### config.mk
export PLATFORM = sky130hd
export DESIGN_NAME = data_alter_queued
export DESIGN_NICKNAME = d
export VERILOG_FILES = /design/src/rtl/data_alter_queued.sv
export SDC_FILE = /design/constraint.sdc
export NUM_CORES = 1
export LEC_CHECK = 0
export BUFFER_PORTS_ARGS = -buffer_cell sky130_fd_sc_hd__buf_2
export CAP_MARGIN = 40
export CELL_PAD_IN_SITES_DETAIL_PLACEMENT = 0
export CELL_PAD_IN_SITES_GLOBAL_PLACEMENT = 1
export CORE_ASPECT_RATIO = 0.7
export CORE_MARGIN = 3
export CORE_UTILIZATION = 48
export CTS_BUF_LIST = sky130_fd_sc_hd__clkbuf_8
export DETAILED_ROUTE_END_ITERATION = 12
export PLACE_DENSITY = 0.92
export SLEW_MARGIN = 0
export SYNTH_ARGS = -nofsm -noshare
export SYNTH_HDL_FRONTEND = slang
export SYNTH_SLANG_ARGS = --single-unit
### constraint.sdc
create_clock -name clk -period 2.59 [get_ports clk]
set_input_delay 0.259 -clock clk [delete_from_list [all_inputs] [get_ports clk]]
set_output_delay 0.259 -clock clk [all_outputs]
set_load 0.005 [all_outputs]
### src/rtl/data_alter_queued.sv
// Queued data-alter block: buffers slave words and button captures, optionally
// alters slave words after a programmable delay, then issues them as master writes.
module data_alter_queued #(
  parameter int unsigned DATA_WIDTH  = 8,
  parameter int unsigned DELAY_COUNT = 20,
  parameter int unsigned STEP        = 1,
  parameter int unsigned FIFO_DEPTH  = 4
) (
  input  logic                            clk,
  input  logic                            reset,
  input  logic                            mode_switch,
  input  logic [1:0]                      op_mode,
  input  logic                            button,
  input  logic [DATA_WIDTH-1:0]           sw_array_data,
  input  logic [DATA_WIDTH-1:0]           s_data,
  input  logic                            s_write_en_in,
  input  logic                            m_tx_done,
  output logic [DATA_WIDTH-1:0]           m_data_out,
  output logic [1:0]                      m_instruction,
  output logic [DATA_WIDTH-1:0]           display_data,
  output logic                            busy,
  output logic [$clog2(FIFO_DEPTH+1)-1:0] fifo_count,
  output logic                            overflow
);

  localparam int unsigned CW = $clog2(FIFO_DEPTH + 1);
  localparam int unsigned PW = $clog2(FIFO_DEPTH);
  localparam int unsigned EW = DATA_WIDTH + 1;
  localparam int unsigned DW = (DELAY_COUNT > 1) ? $clog2(DELAY_COUNT) : 1;

  localparam logic [DW-1:0]         DLY_LAST    = DW'(DELAY_COUNT - 1);
  localparam logic [DATA_WIDTH-1:0] STEP_V      = DATA_WIDTH'(STEP);
  localparam logic [CW-1:0]         FULL_CNT    = CW'(FIFO_DEPTH);
  localparam logic [1:0]            INSTR_IDLE  = 2'b00;
  localparam logic [1:0]            INSTR_WRITE = 2'b10;

  typedef enum logic [1:0] {
    IDLE  = 2'd0,
    DELAY = 2'd1,
    SEND  = 2'd2
  } state_t;

  state_t                state_q, state_d;
  logic [DATA_WIDTH-1:0] work_q, work_d;
  logic [DW-1:0]         cnt_q, cnt_d;
  logic [DATA_WIDTH-1:0] m_data_d;
  logic [1:0]            m_instr_d;
  logic [DATA_WIDTH-1:0] display_d;
  logic [DATA_WIDTH-1:0] alu;

  logic                  button_q;
  logic                  pending_q;
  logic [DATA_WIDTH-1:0] hold_q;
  logic                  btn_edge;

  logic [EW-1:0]         mem [FIFO_DEPTH];
  logic [PW-1:0]         wr_ptr, rd_ptr;
  logic [EW-1:0]         head;
  logic [EW-1:0]         push_data;
  logic                  slv_push, btn_push, push_req, push_ok, full, pop;

  // Button rising edge and the single-entry holding register in front of the queue
  assign btn_edge = button & ~button_q;

  always_ff @(posedge clk) begin
    if (!reset) begin
      button_q  <= 1'b0;
      pending_q <= 1'b0;
      hold_q    <= '0;
    end else begin
      button_q <= button;
      if (btn_edge && mode_switch) begin
        pending_q <= 1'b1;
        hold_q    <= sw_array_data;
      end else if (btn_push) begin
        pending_q <= 1'b0;
      end
    end
  end

  // One push per cycle: slave strobe wins, a pending button word waits behind it
  assign slv_push  = s_write_en_in & mode_switch;
  assign btn_push  = mode_switch & ~s_write_en_in & pending_q;
  assign push_req  = slv_push | btn_push;
  assign push_data = slv_push ? {1'b1, s_data} : {1'b0, hold_q};
  assign full      = (fifo_count == FULL_CNT);
  assign push_ok   = push_req & (~full | pop);
  assign head      = mem[rd_ptr];

  always_ff @(posedge clk) begin
    if (push_ok) begin
      mem[wr_ptr] <= push_data;
    end
  end

  always_ff @(posedge clk) begin
    if (!reset) begin
      wr_ptr     <= '0;
      rd_ptr     <= '0;
      fifo_count <= '0;
      overflow   <= 1'b0;
    end else begin
      if (push_ok) wr_ptr <= wr_ptr + PW'(1);
      if (pop)     rd_ptr <= rd_ptr + PW'(1);
      case ({push_ok, pop})
        2'b10:   fifo_count <= fifo_count + CW'(1);
        2'b01:   fifo_count <= fifo_count - CW'(1);
        default: fifo_count <= fifo_count;
      endcase
      if (push_req && !push_ok) overflow <= 1'b1;
    end
  end

  // Selected operation on the work register
  always_comb begin
    alu = work_q;
    case (op_mode)
      2'b01:   alu = work_q + STEP_V;
      2'b10:   alu = work_q - STEP_V;
      2'b11:   alu = ~work_q;
      default: alu = work_q;
    endcase
  end

  always_ff @(posedge clk) begin
    if (!reset) begin
      state_q       <= IDLE;
      work_q        <= '0;
      cnt_q         <= '0;
      m_data_out    <= '0;
      m_instruction <= INSTR_IDLE;
      display_data  <= '0;
      busy          <= 1'b0;
    end else begin
      state_q       <= state_d;
      work_q        <= work_d;
      cnt_q         <= cnt_d;
      m_data_out    <= m_data_d;
      m_instruction <= m_instr_d;
      display_data  <= display_d;
      busy          <= (state_d != IDLE);
    end
  end

  // Transaction sequencing: pop, optional delayed alteration, master write handshake
  always_comb begin
    state_d   = state_q;
    work_d    = work_q;
    cnt_d     = cnt_q;
    m_data_d  = m_data_out;
    m_instr_d = m_instruction;
    display_d = display_data;
    pop       = 1'b0;

    case (state_q)
      IDLE: begin
        m_instr_d = INSTR_IDLE;
        if (fifo_count != '0) begin
          pop       = 1'b1;
          work_d    = head[DATA_WIDTH-1:0];
          display_d = head[DATA_WIDTH-1:0];
          cnt_d     = '0;
          if (head[DATA_WIDTH] && (op_mode != 2'b00)) state_d = DELAY;
          else                                        state_d = SEND;
        end
      end
      DELAY: begin
        if (cnt_q == DLY_LAST) begin
          work_d    = alu;
          display_d = alu;
          cnt_d     = '0;
          state_d   = SEND;
        end else begin
          cnt_d = cnt_q + DW'(1);
        end
      end
      SEND: begin
        m_data_d  = work_q;
        m_instr_d = INSTR_WRITE;
        // Completion only counts once the request is actually on the bus
        if ((m_instruction == INSTR_WRITE) && m_tx_done) begin
          m_instr_d = INSTR_IDLE;
          state_d   = IDLE;
        end
      end
      default: begin
        state_d   = IDLE;
        m_instr_d = INSTR_IDLE;
      end
    endcase
  end

endmodule

**Word-level counts from Yosys, hierarchy flattened**

Memories as Yosys holds them, arrays and structs flattened. A register that Yosys moved wholly into a read port is not among the register bits.
Cells that the tools add are included.

- Register bits: 44
- Memory bits (writable): 36
- Bits of input ports: 24
- Output and inout port bits: 23
- Word-level logic and storage cells: 83
- Memories kept: 1

- Add/sub/neg operators: 7
- Equality and inequality tests: 13
- Muxes and demuxes: 24
- Bitwise operators: 11
- Reduce and logical (&&, ||, !) cells: 14

Memories:

| name | depth | bits a word | rd ports | clocked after memory_dff | wr ports | line | source |
|---|---|---|---|---|---|---|---|
| mem | 4 | 9 | 1 | 1 | 1 | 56 | `logic [EW-1:0] mem [FIFO_DEPTH];` |

Operators by type and width:

| kind | number |
|---|---|
| $pmux 8 s3 | 1 |
| $mux 8 | 2 |
| $pmux 8 s2 | 1 |
| $mux 2 | 7 |
| $eq 2x2->1 const B | 5 |
| $mux 5 | 2 |
| $pmux 5 s2 | 1 |
| $reduce_bool 2->1 | 5 |
| $mux 9 | 1 |
| $add 8x1->8 const B | 1 |
| $not 8->8 | 1 |
| $sub 8x1->8 const B | 1 |
| $eq 2x1->1 const B | 3 |
| $mux 1 | 6 |
| $pmux 2 s3 | 1 |
| $pmux 3 s2 | 1 |
| $add 5x1->5 const B | 1 |
| $and 1x1->1 | 5 |
| $eq 5x5->1 const B | 1 |
| $ne 5x2->1 const B | 1 |
| $add 2x1->2 const B | 2 |
| $logic_and 1x1->1 | 4 |
| $ne 2x2->1 const B | 2 |
| $pmux 2 s2 | 1 |
| other kinds (10) | 13 |

**Logic depth before layout (Yosys ltp)**

- Depth after elaboration: 7
- Mapped depth: 11
- Depth with buffers taken out: 9

**Worst setup path after synthesis**

No wires, ideal clock.

- Kind: input -> register
- From: input port op_mode[0]
- To: register work_q[4]
- Library setup time: 0.082 ns
- Arrival time: 2.237 ns
- Data required time: 2.508 ns
- Setup slack: 0.271 ns
- Stages: 11
- Cells stage by stage: inv_1 > ha_1 > buf_4 > buf_2 > xor2_1 > ha_1 > a21boi_0 > o22a_1 > and3_1 > or4_1 > o2111ai_1

- Longest elaborated chain between the ends: 4

Ends and longest elaborated chain:

| item | line | source |
|---|---|---|
| from (decl) | 12 | `input logic [1:0] op_mode,` |
| $eq 2x2->1 / $eq 2x1->1 (equally long branches) | 117 | `case (op_mode)` |
| $pmux 8 s3 | 117 |  |
| $mux 8 | 168 | `if (cnt_q == DLY_LAST) begin` |
| $pmux 8 s2 | 155 | `case (state_q)` |
| to (signal assigned) | 136 | `work_q <= work_d;` |
| to (decl) | 44 | `logic [DATA_WIDTH-1:0] work_q, work_d;` |

Parallel ways exist; a longest one is shown, timed or not. The select of a mux whose other input is x is not followed.
A chain may end at the register's enable or synchronous reset.

**Final worst setup path**

- From: register cnt_q[0]
- To: register work_q[6]

- Longest elaborated chain between the ends: 3

Ends and longest elaborated chain:

| item | line | source |
|---|---|---|
| from (decl) | 45 | `logic [DW-1:0] cnt_q, cnt_d;` |
| from (signal assigned) | 137 | `cnt_q <= cnt_d;` |
| $eq 5x5->1 * | 168 |  |
| $ne 5x2->1 (no source line) / $ne 2x2->1 (equally long branches) | n/a |  |
| $reduce_and 4->1 (no source line) * | n/a |  |

Every way passes the cells marked *; elsewhere a longest branch is shown, timed or not.

==> key figures <==
Run
  – Max-cap violations: 0

Clock tree
  – Clk buf depth: 2
  – Clk slew on worst S/H paths: approximately 0.09 ns
  – CTS root buffer: clkbuf_8
  – Clock Latency Late Sink: roughly 0.34 ns
  – Post-CTS sizing: 0
  – Hold buffers post-CTS: 0
  – H-tree Lvls: 3
  – Clock buffer count from CTS: 9
  – Clock sinks: between 80 and 90
  – TritonCTS clock tree: built
  – Postcts setup bufs: 0

Worst hold path
  – HP Class: input port to flop

Power
  – Net Sw Power: ~1.5 mW
  – Logic pwr share: around a third
  – Net Sw Frac: 34.46%
  – VDD IR-drop max: slightly above 0.6 mV
  – Clock Power Share: roughly a quarter
  – Sequential power share: between 40 and 50%
  – Pwr Density: about 950 nW/µm²
  – Int Pwr: around 2.8 mW
  – Leak: 1.789 nW
  – Final Power: 4.318 mW

Floorplan
  – Site row count: 27
  – Die span in y: around 82 µm
  – Die Wd: between 100 and 150 µm
  – IO Count: 47
  – Core Area: between 7000 and 8000 µm²
  – Initial Util: about 50%
  – Die area: between 9000 and 10000 µm²

Yosys
  – Synth Warn #: 0
  – Async SR Flop Fraction: 0%
  – Gate count of the mapped netlist: between 300 and 400
  – #FFs+latches synth: 81
  – Syn_nets: 412
  – Mapped Area: 4000 µm²
  – Ys flop type: dfxtp_1
  – Sequential area share after synthesis: 49.55%
  – EDFF count, synth: 36
  – Syn_area_per_cell: 10.61 µm²
  – Synth unique cells: 63

Routing
  – Via count: 2981
  – DR DRC count: 0
  – Drt pass-1 iters: 7
  – ANT nets after route: 0
  – Routed wire length per instance: 16.58 µm
  – DRT iter0 DRCs: 185
  – Routed Wire Length: approximately 8.7 mm
  – Drt via density: between 5 and 6

Worst setup path
  – Worst Path Max Fanout: 17
  – Worst setup SP type: flop
  – Worst Path Class, Setup: flop to flop
  – Crit Reg-Reg Endpoint: work_q[6]
  – Worst Setup SP: cnt_q[0]
  – Crit path capture: work_q[6]
  – WP data arrival: ~2.3 ns
  – Worst R2R Setup Slack: roughly 0.51 ns
  – Crit. End Element: flop
  – CP required: 2.86 ns
  – Reg2reg start: cnt_q[0]
  – Reg2reg path depth: 6

STA
  – Final setup fails: 0
  – Fin. Hold Viols: 0
  – Worst slew margin: a little over half
  – Shortest period the worst path allows: 2.080 ns
  – Setup slack after layout: between 0.5 and 0.6 ns
  – Final TNS setup: 0 ns
  – Unrepaired setup endpoints after global routing: no
  – Worst hold slack: roughly 0.14 ns
  – Max Clock Skew: 0.01391 ns
  – Slew Limit Fails: 0
  – Max Freq: a little under 500 MHz
  – Final worst-path cycle share: 80.29%
  – Least-Margin Pin Slew: slightly above 0.7 ns

Finish
  – Share of cells above drive strength 1: a little under a quarter
  – FILL cells: 690
  – Number of diodes: 0
  – Area growth from synthesis to layout: 13.33%
  – Finished Layout Cells: roughly 520
  – Final nets: between 400 and 500
  – Most frequent cells in the layout: 45 x dfxtp_1, 45 x buf_2, 36 x nor2_1, 36 x nand2_1, 36 x edfxtp_1

Global route
  – Initial antenna violation count: 0
  – Congestion Overflow GR: 0
  – Vias in the first global route: 2856
  – Overall Global Routing Usage: about a fifth
  – Pin count of the biggest net entering global routing: 33
  – Global-route wire length before repair: about 14 mm

Status
  – Status: complete, no violations

Place
  – Post-DP HPWL: ~6.1 mm
  – Placer Congestion: between 0.8 and 0.9
  – Placed cell count: roughly 500
  – I/O Buffers: 45
  – Pre-CTS setup slack: roughly 0.3 ns
-- cell usage after synthesis (all sizes together), types with 4 or more instances --
library cell  instances  area share [%]
dfxtp                45              23
a21boi                6             1.1
inv                  13             1.2
clkbuf               13             1.2
xnor2                 5             1.1
o21ai                11             1.4
nor3                  5            0.63
buf                  13             2.2
and2                  7             1.1
nor2                 36             3.4
mux4                  9             5.1
o21a                  4            0.75
a31oi                 5            0.94
or4                   4            0.84
nand2                36             3.4
edfxtp               36              27
ha                   10             3.1
mux2i                 9             2.3
nor2b                 5            0.78
and3                  4            0.63
nand3                12             1.5
mux2                 10             2.8
a21oi                23             2.9
xor2                  4            0.88
-- state kept, by name, summed over array words and instances, names as in the netlist, named ones only --
signal and cells:
mem 36, hold_q 8, m_data_out 8, work_q 8, cnt_q 5, fifo_count 3, rd_ptr 2, state_q 2
wr_ptr 2, busy 1, button_q 1, m_instruction 1, overflow 1, pending_q 1
-- per-stage QoR --
| stage | util [%] | cell area (µm²) |
|---|---|---|
| after floorplan | - | 4000 |
| after global placement | 53.70 | 4282 |
| after detailed placement | 53.70 | 4282 |
| after CTS | 56.86 | 4533 |
| after global routing | 56.86 | 4533 |
| final | 56.86 | 4533 |
-- layer usage --
layer  track usage (%)  routed length [µm]  vias up  share of wire, %
met3             3.787                 515        6               6.0
met2             31.12                4067       98                47
met1             26.21                4027     1437                47
met5                 0                   0        -                 0
met4             4.220                  43        0              0.50
li1                  -                   -     1440                 -
-- final cells by class --
class / count / area (µm²) / area share (%)
inverter: 14 / 52.55 / 1.159
timing repair buffer: 54 / 292.8 / 6.459
clock buffer: 10 / 137.6 / 3.036
tap: 101 / 126.4 / 2.788
sequential: 81 / 1982 / 43.72
clock inverter: 6 / 113.9 / 2.512
multi-input combinational: 256 / 1828 / 40.33
-- power by group through the flow --
stage                     logic (mW)  registers (mW)  clock network [mW]
after global placement          1.37            1.80                   0
after detailed placement        1.40            1.81                   0
after CTS                       1.41            1.78                1.15
after global routing            1.58            1.82                1.20
after floorplan                 1.17            1.66                   0
final                           1.41            1.78                1.13
-- cells by family (layout without fill, tap and decap cells) --
family | count (synthesis) | after routing | synth area share, %
simple gates | 132 | 132 | 16.89
buf+inv | 40 | 84 | 4.754
compound gates | 75 | 75 | 12.98
fa+ha+maj | 11 | 11 | 3.628
flops | 81 | 81 | 49.55
xor+xnor | 9 | 9 | 1.970
other cells | 1 | 1 | 0.09375
mux | 28 | 28 | 10.13
-- worst max-delay path: stages, from the launching register on --
cell	delay (ns)
dfxtp_1	0.38
ha_1	0.26
and4bb_2	0.33
nand2_1	0.12
a32oi_4	0.46
mux2_2	0.40
o211ai_1	0.07
-- worst min path at each step --
stage | cells past startpoint | start | slack (ns) | to
finish | 3 | sw_array_data[4] | 0.14 | hold_q[4]
global route | 2 | button | 0.13 | button_q
CTS | 2 | button | 0.13 | button_q
detailed placement | 2 | m_data_out[7] | 0.45 | m_data_out[7]
global placement | 2 | m_data_out[5] | 0.44 | m_data_out[5]
floorplan | 1 | button | 0.38 | button_q
No activity file was read; power rests on OpenSTA's default activity.
